File: src/rtl/control_unit_pkg.sv
// Shared constants for the instruction sequencer: opcodes, FSM states, IR field positions.
// Latency: n/a (declarations only).
// Backpressure: n/a.
package ctrl_pkg;

    // Opcode field values (IR[8:6])
    localparam logic [2:0] OP_MV   = 3'b000;
    localparam logic [2:0] OP_MVI  = 3'b001;
    localparam logic [2:0] OP_ADD  = 3'b010;
    localparam logic [2:0] OP_SUB  = 3'b011;
    localparam logic [2:0] OP_MVNZ = 3'b100;

    // IR field positions
    localparam int OP_HI = 8;
    localparam int OP_LO = 6;
    localparam int RX_HI = 5;
    localparam int RX_LO = 3;
    localparam int RY_HI = 2;
    localparam int RY_LO = 0;

    // Sequencer time steps
    typedef enum logic [1:0] {
        T0 = 2'd0,
        T1 = 2'd1,
        T2 = 2'd2,
        T3 = 2'd3
    } state_t;

endpackage

File: src/rtl/control_unit_if.sv
// Control/bus-select bundle between the sequencer and the processor datapath.
// Latency: n/a (wiring only).
// Backpressure: none; Run is a level request sampled by the sequencer in T0.
interface control_unit_if #(
    parameter int DIN_W = 16
);
    logic             Run;
    logic [DIN_W-1:0] DIN;
    logic             Gnz;
    logic             IRin;
    logic [0:7]       Rout;
    logic             Gout;
    logic             DINout;
    logic [0:7]       Rin;
    logic             Ain;
    logic             Gin;
    logic             AddSub;
    logic             Done;

    // Sequencer side
    modport master (
        input  Run, DIN, Gnz,
        output IRin, Rout, Gout, DINout, Rin, Ain, Gin, AddSub, Done
    );

    // Datapath side
    modport slave (
        output Run, DIN, Gnz,
        input  IRin, Rout, Gout, DINout, Rin, Ain, Gin, AddSub, Done
    );
endinterface

File: src/rtl/control_unit_dec3to8.sv
// 3-bit register code to [0:7] one-hot select; code 0 -> 8'b10000000 (R0 in the leftmost bit).
// Latency: combinational.
// Backpressure: none; en=0 forces all-zero.
module dec3to8 (
    input  logic       en,
    input  logic [2:0] code,
    output logic [0:7] onehot
);
    // Bit 0 of a [0:7] vector is the MSB, so shifting right by code sets onehot[code]
    always_comb begin
        onehot = '0;
        if (en) begin
            onehot = 8'b1000_0000 >> code;
        end
    end
endmodule

File: src/rtl/control_unit.sv
// Multi-cycle sequencer: fetch (T0) then up to three execute steps, Done on the last step.
// Latency: mv/mvi/illegal 2 cycles, add/sub 4 cycles; outputs combinational from state/IR/Run/Gnz.
// Backpressure: Run sampled only in T0; ignored in T1..T3. Optional mvnz opcode via CTRL_MVNZ_EN.
module control_unit
    import ctrl_pkg::*;
#(
    parameter int IR_W  = 9,
    parameter int DIN_W = 16
) (
    input  logic          Clock,
    input  logic          Resetn,
    control_unit_if.master bus
);

    state_t          state, state_nxt;
    logic [IR_W-1:0] ir;
    logic [2:0]      op;
    logic [0:7]      rx_oh, ry_oh;

    logic ir_ld, rout_x, rout_y, rin_x;
    logic gout, dinout, ain, gin, addsub, done;

    assign op = ir[OP_HI:OP_LO];

    // Datapath-side DIN upper bits are never decoded here; Gnz only matters with mvnz
    logic unused_inputs;
    assign unused_inputs = ^{bus.DIN[DIN_W-1:IR_W], bus.Gnz};

    // Decoder enables double as reset gating for the one-hot selects
    dec3to8 u_dec_rx (.en(Resetn), .code(ir[RX_HI:RX_LO]), .onehot(rx_oh));
    dec3to8 u_dec_ry (.en(Resetn), .code(ir[RY_HI:RY_LO]), .onehot(ry_oh));

    // State and instruction register
    always_ff @(posedge Clock or negedge Resetn) begin
        if (!Resetn) begin
            state <= T0;
            ir    <= '0;
        end else begin
            state <= state_nxt;
            if (ir_ld) begin
                ir <= bus.DIN[IR_W-1:0];
            end
        end
    end

    // Next state and per-step control decode
    always_comb begin
        state_nxt = T0;
        ir_ld     = 1'b0;
        rout_x    = 1'b0;
        rout_y    = 1'b0;
        rin_x     = 1'b0;
        gout      = 1'b0;
        dinout    = 1'b0;
        ain       = 1'b0;
        gin       = 1'b0;
        addsub    = 1'b0;
        done      = 1'b0;
        case (state)
            T0: begin
                if (bus.Run) begin
                    ir_ld     = 1'b1;
                    state_nxt = T1;
                end
            end
            T1: begin
                case (op)
                    OP_MV: begin
                        rout_y = 1'b1;
                        rin_x  = 1'b1;
                        done   = 1'b1;
                    end
                    OP_MVI: begin
                        dinout = 1'b1;
                        rin_x  = 1'b1;
                        done   = 1'b1;
                    end
                    OP_ADD, OP_SUB: begin
                        rout_x    = 1'b1;
                        ain       = 1'b1;
                        state_nxt = T2;
                    end
`ifdef CTRL_MVNZ_EN
                    OP_MVNZ: begin
                        // Conditional move: nothing driven or loaded when G is zero
                        rout_y = bus.Gnz;
                        rin_x  = bus.Gnz;
                        done   = 1'b1;
                    end
`endif
                    default: begin
                        done = 1'b1;
                    end
                endcase
            end
            T2: begin
                // Only add/sub reach T2
                rout_y    = 1'b1;
                gin       = 1'b1;
                addsub    = (op == OP_SUB);
                state_nxt = T3;
            end
            T3: begin
                gout  = 1'b1;
                rin_x = 1'b1;
                done  = 1'b1;
            end
            default: state_nxt = T0;
        endcase
    end

    // Output drive; everything is forced low while reset is held
    assign bus.IRin   = Resetn & ir_ld;
    assign bus.Rout   = rout_x ? rx_oh : (rout_y ? ry_oh : 8'b0);
    assign bus.Rin    = rin_x ? rx_oh : 8'b0;
    assign bus.Gout   = Resetn & gout;
    assign bus.DINout = Resetn & dinout;
    assign bus.Ain    = Resetn & ain;
    assign bus.Gin    = Resetn & gin;
    assign bus.AddSub = Resetn & addsub;
    assign bus.Done   = Resetn & done;

endmodule

File: src/flat_wrapper.sv
// flat-port wrapper written by rule: the top's interface ports become plain ports
module control_unit_flat import ctrl_pkg::*;
#(
    parameter int IR_W  = 9,
    parameter int DIN_W = 16
)
  (Clock, Resetn, bus_Run, bus_DIN, bus_Gnz, bus_IRin, bus_Rout, bus_Gout, bus_DINout, bus_Rin, bus_Ain, bus_Gin, bus_AddSub, bus_Done);
  control_unit_if #(.DIN_W(DIN_W)) bus_i ();
  input  logic Clock;
  input  logic Resetn;
  input wire logic [$bits(bus_i.Run)-1:0] bus_Run;
  input wire logic [$bits(bus_i.DIN)-1:0] bus_DIN;
  input wire logic [$bits(bus_i.Gnz)-1:0] bus_Gnz;
  output wire logic [$bits(bus_i.IRin)-1:0] bus_IRin;
  output wire logic [$bits(bus_i.Rout)-1:0] bus_Rout;
  output wire logic [$bits(bus_i.Gout)-1:0] bus_Gout;
  output wire logic [$bits(bus_i.DINout)-1:0] bus_DINout;
  output wire logic [$bits(bus_i.Rin)-1:0] bus_Rin;
  output wire logic [$bits(bus_i.Ain)-1:0] bus_Ain;
  output wire logic [$bits(bus_i.Gin)-1:0] bus_Gin;
  output wire logic [$bits(bus_i.AddSub)-1:0] bus_AddSub;
  output wire logic [$bits(bus_i.Done)-1:0] bus_Done;
  assign bus_i.Run = bus_Run;
  assign bus_i.DIN = bus_DIN;
  assign bus_i.Gnz = bus_Gnz;
  assign bus_IRin = bus_i.IRin;
  assign bus_Rout = bus_i.Rout;
  assign bus_Gout = bus_i.Gout;
  assign bus_DINout = bus_i.DINout;
  assign bus_Rin = bus_i.Rin;
  assign bus_Ain = bus_i.Ain;
  assign bus_Gin = bus_i.Gin;
  assign bus_AddSub = bus_i.AddSub;
  assign bus_Done = bus_i.Done;
  control_unit #(.IR_W(IR_W), .DIN_W(DIN_W)) u_core (.Clock(Clock), .Resetn(Resetn), .bus(bus_i));
endmodule
File: config.mk
export PLATFORM = sky130hd
export DESIGN_NAME = control_unit_flat
export DESIGN_NICKNAME = d
export VERILOG_FILES = /design/src/rtl/control_unit_pkg.sv /design/src/rtl/control_unit_if.sv /design/src/rtl/control_unit_dec3to8.sv /design/src/rtl/control_unit.sv /design/src/flat_wrapper.sv
export SDC_FILE = /design/constraint.sdc
export NUM_CORES = 1
export LEC_CHECK = 0
export ABC_AREA = 1
export CAP_MARGIN = 20
export CELL_PAD_IN_SITES_DETAIL_PLACEMENT = 1
export CELL_PAD_IN_SITES_GLOBAL_PLACEMENT = 1
export CORE_MARGIN = 8
export CORE_UTILIZATION = 29
export DETAILED_ROUTE_END_ITERATION = 8
export PLACE_DENSITY_LB_ADDON = 0.1
export SLEW_MARGIN = 20
export SYNTH_ARGS = -nofsm -noshare
export SYNTH_HDL_FRONTEND = slang
export SYNTH_SLANG_ARGS = --single-unit
export TNS_END_PERCENT = 1
File: constraint.sdc
create_clock -name Clock -period 3.24 [get_ports Clock]
set_clock_uncertainty 0.15 [all_clocks]
set_input_delay 0.648 -clock Clock [delete_from_list [all_inputs] [get_ports Clock]]
set_output_delay 0.648 -clock Clock [all_outputs]
set_load 0.1 [all_outputs]
# [Word-level counts from Yosys, hierarchy flattened]
# Cells that the tools add are included.
[op_classes] n_eq_ne=6 shift=2 mux=23 bitwise=7 reduce_logical=4
[op_table] cell="two-way mux 8 bit" count=5
[op_table] cell="right shift 8 x 3 -> 8 bit (first input constant)" count=2
[op_table] cell="two-way mux 1 bit" count=13
[op_table] cell="AND 1 bit" count=7
[op_table] cell="== test 3 x 2 -> 1 bit (second input constant)" count=2
[op_table] cell="one-hot mux 1 bit (2 select lines)" count=3
[op_table] cell="one-hot mux 2 bit (3 select lines)" count=1
[op_table] cell="== test 2 bit (second input constant)" count=2
[op_table] cell="OR reduction 2 bit" count=2
[op_table] cell="== test 3 x 1 -> 1 bit (second input constant)" count=1
[op_table] cell="zero test 3 bit" count=1
[op_table] cell="== test 2 x 1 -> 1 bit (second input constant)" count=1
[op_table] cell="zero test 2 bit" count=1
[op_table] cell="two-way mux 2 bit" count=1
[word_totals] reg_bits=11 input_bits=20 output_inout_bits=23 elab_cells=44

# [Logic depth before layout (Yosys ltp)]
[logic_depth] word_depth=5 depth_mapped=7 ltp_nobuf=7

# [Hierarchy]
# Synthesis repeated with hierarchy kept, for this count alone.
[unflattened] cells_unflattened=147 hier_area_um2=900.9
[by_module_without_submodules] mod="control_unit" n_inst=1 cells_per_inst=113 area_each_um2=773.2 seq_area_each_um2=275.3
[by_module_without_submodules] mod="dec3to8" n_inst=2 cells_per_inst=17 area_each_um2=63.8 seq_area_each_um2=0.0

# [Worst setup path before layout]
# OpenSTA, ideal clock, no wires.
[synth_path] kind="reg-to-output" from="register u_core.state[1]" to="output bus_Rin[0]" arrival_ns=2.977 required_ns=2.442 setup_slack_ns=-0.535 path_stages_with_launch=5 n_path_buf=0 path_cell_list="dfrtp_1 -> inv_1 -> ha_1 -> a21oi_4 -> nor3_1"
[synth_between] elab_chain_len=3 elab_cells_between_ends=4 cone_classes="eq/ne: 2; mux: 2"
[synth_rtl] element="start, declared" line="control_unit.sv:15" rtl="state_t state, state_nxt;"
[synth_rtl] element="start signal, assigned" line="control_unit.sv:39" rtl="state <= state_nxt;"
[synth_rtl] element="== test 2 bit or == test 2 x 1 -> 1 bit (tied branches)" line="control_unit.sv:59" rtl="case (state)"
[synth_rtl] element="one-hot mux 1 bit (2 select lines) *" line="control_unit.sv:59"
[synth_rtl] element="two-way mux 8 bit *" line="control_unit.sv:115" rtl="assign bus.Rin = rin_x ? rx_oh : 8'b0;"
[synth_rtl] element="end, declared" line="flat_wrapper.sv:18" rtl="output wire logic [$bits(bus_i.Rin)-1:0] bus_Rin;"
# Every way passes the cells marked *; elsewhere a longest branch is shown, timed or not.

# [Final worst setup path]
[layout_path] from="input Resetn" to="output bus_Rout[0]"
[layout_between] elab_chain_len=3 elab_cells_between_ends=4 cone_classes="mux: 4"
[layout_rtl] element="start, declared" line="flat_wrapper.sv:10" rtl="input logic Resetn;"
[layout_rtl] element="two-way mux 8 bit" line="control_unit_dec3to8.sv:12" rtl="if (en) begin"
[layout_rtl] element="two-way mux 8 bit" line="control_unit.sv:114" rtl="assign bus.Rout = rout_x ? rx_oh : (rout_y ? ry_oh : 8'b0);"
[layout_rtl] element="two-way mux 8 bit *" line="control_unit.sv:114"
[layout_rtl] element="end, declared" line="flat_wrapper.sv:15" rtl="output wire logic [$bits(bus_i.Rout)-1:0] bus_Rout;"
# Marks and branches as above.

==> qor.yml <==
clocking:
  clock_latency_ns: 0.27
  clock-sinks: 11
  cts_hold_buf: 0
  cts.repair.resized: 0
  root_buffer: "clkbuf_4"
  cts_tree: "built"
  cts_made_buffers: 3
  htreeDepth: 1
  cts_setup_buffers: 0
  clock_path_buffers: 2
  cts.clk_slew.worst_paths_ns: 0.07
final_layout:
  area_growth_pct: 73.7
  fillers: 358
  final_common_cell: "nand2_1"
  num_antenna_cells: 0
  final_cells: 196
  final_util: 0.515
  register_area_um2: 275
  drive_above_1_share: 0.276
  layout.nets: 188
  layout_common_cells: "nand2_1 (27), buf_12 (23), nor2_1 (20)"
  multi_input_comb_area_um2: 537
placement:
  dp_hpwl_mm: 2.36
  portBuffers: 34
  place.gp.congestion: 0.788
  dp.cells: 192
logic_synthesis:
  ys.warnings.count: 0
  ys_types: 24
  syn-cell-area_um2: 883
  synth_area_leaders: "dfrtp_1 (31%), nand2_1 (11%), nor2_1 (8.5%)"
  avgSynthCellArea_um2: 7.12
  synth-seq-area-share: 0.312
  yosysTopAreaCellShare: 0.312
  yosys.area.top_type: "dfrtp_1"
  synth_cells: 124
  ys_seq_elements: 11
  syn_nets: 148
sta:
  hold_viol: 0
  relSlewSlack: 0.751
  worst_pin_slew_ns: 0.371
  grt_setup_unrepaired: "no"
  slew_viol_final: 0
  period_minus_slack_ns: 2.98
  setup_viol: 0
  fmax_ghz: 0.335
  finalCritPeriodShare: 0.920
route:
  viasPerCell: 4.77
  drc_errors: 0
  drt_wl_total_mm: 2.71
  drt_pass1_iterations: 3
  vias: 935
  wire_per_inst_um: 13.8
  ant_nets: 0
  drt_iter0_markers: 61
global_route:
  grt_usage: 0.115
  grt_first_pass_wirelength_mm: 4.82
  grt_overflow: 0
  grt_max_degree: 17
  grt_pass1_vias: 1090
  antenna_found_initial: 0
min_path:
  holdPathStages: 1
  hold_path.class: "reg2reg"
  min-delay-start: "u_core.ir[2]"
floorplan:
  pin_count: 43
  dieWidth_um: 71.2
  coreArea_um2: 2980
  initial_core_util: 0.297
  fp.dieArea_um2: 5070
  rows: 20
  die_y_um: 71.2
worst_setup_path:
  crit_path_end_kind: "primary output"
  reg2reg_from: "u_core.state[1]"
  startpoint_type: "input pin"
  setup.worst_path.start: "Resetn"
  worst-setup-path-type: "in2out"
  reg2reg_depth: 5
  cp_max_fo: 7
  critPathArrivalTime_ns: 2.18
  required_ns: 2.44
power:
  power_leakage_nw: 0.697
  total_power_uw: 979
  powerDensity_nw_per_um2: 638
  ir_drop_mv: 0.392
run:
  maxCapViolations: 0
run_status:
  status: "finished clean"
[sequential cells by signal (all words and copies together) (netlist names)]
register,flops
u_core.ir,9
u_core.state,2
[cell usage after synthesis]
cell type and instances:
nand3_1 11, a21oi_4 1, a21oi_1 6, nand2_4 1, dfrtp_1 11, nor2_1 20, clkinv_1 1, nor3_2 4
nand2_2 2, nand3_2 1, nor2_4 1, mux2_1 3, nor3_1 5, clkinv_2 1, buf_2 2, o21ai_1 1
ha_1 4, nand3_4 1, inv_1 12, nand2_1 27, inv_2 2, nand4_1 4, o21ai_0 1, nor2_2 2
[critical path, stage by stage]
cell and delay (ns):
clkdlybuf4s50_1 0.64, buf_4 0.23, nand2_1 0.06, clkinv_1 0.05, nand2_2 0.07, nor2_1 0.10, nand3_1 0.08, nand2_1 0.12
buf_12 0.18
[area by class of cell]
| cell class | count | area share |
|---|---|---|
| clock buffers | 4 | 0.0171 |
| inverters | 16 | 0.0400 |
| multi-input cells | 95 | 0.350 |
| flip-flops and latches | 11 | 0.179 |
| well taps | 33 | 0.0269 |
| repair buffers | 37 | 0.387 |
[power by group]
group          switching, mW  internal (mW)
registers             0.0650          0.201
logic                  0.424          0.194
clock network         0.0473         0.0476
total                  0.536          0.443
[layer usage]
metal  wire length (um)  up-vias  GRT usage
met5                  0        -          0
li1                   -      479          -
met3                197        2     0.0480
met1               1090      431      0.116
met4                 12        0     0.0277
met2               1410       23      0.211
[path summary, 6_finish.rpt]
kind,end,slack [ns]
max,bus_Rout[0],0.26
min,u_core.ir[2],0.40
max reg2reg,u_core.ir[5],1.61
min reg2reg,u_core.ir[2],0.40
max in group asynchronous,u_core.ir[1],2.05
min in group asynchronous,u_core.ir[8],0.48
[kinds of logic (layout without fill, tap and decap cells)]
kind of cell    Yosys count  count (layout)  synth area share
compound gates            9               9            0.0637
mux                       3               3            0.0382
flops                    11              11             0.312
buf+inv                  18              57            0.0807
simple gates             79              79             0.449
fa+ha+maj                 4               4            0.0567
[per-stage QoR]
stage	hold WS (ns)	worst slack, ns	setup TNS [ns]	area [um^2]
global route	0.428	0.134	0	1530
global placement	0.376	0.268	0	1510
CTS	0.403	0.221	0	1530
finish	0.395	0.258	0	1530
detailed placement	0.386	0.225	0	1510
floorplan	0.202	-0.535	-2.46	883
Note: power is estimated with default switching activity, not from simulation.
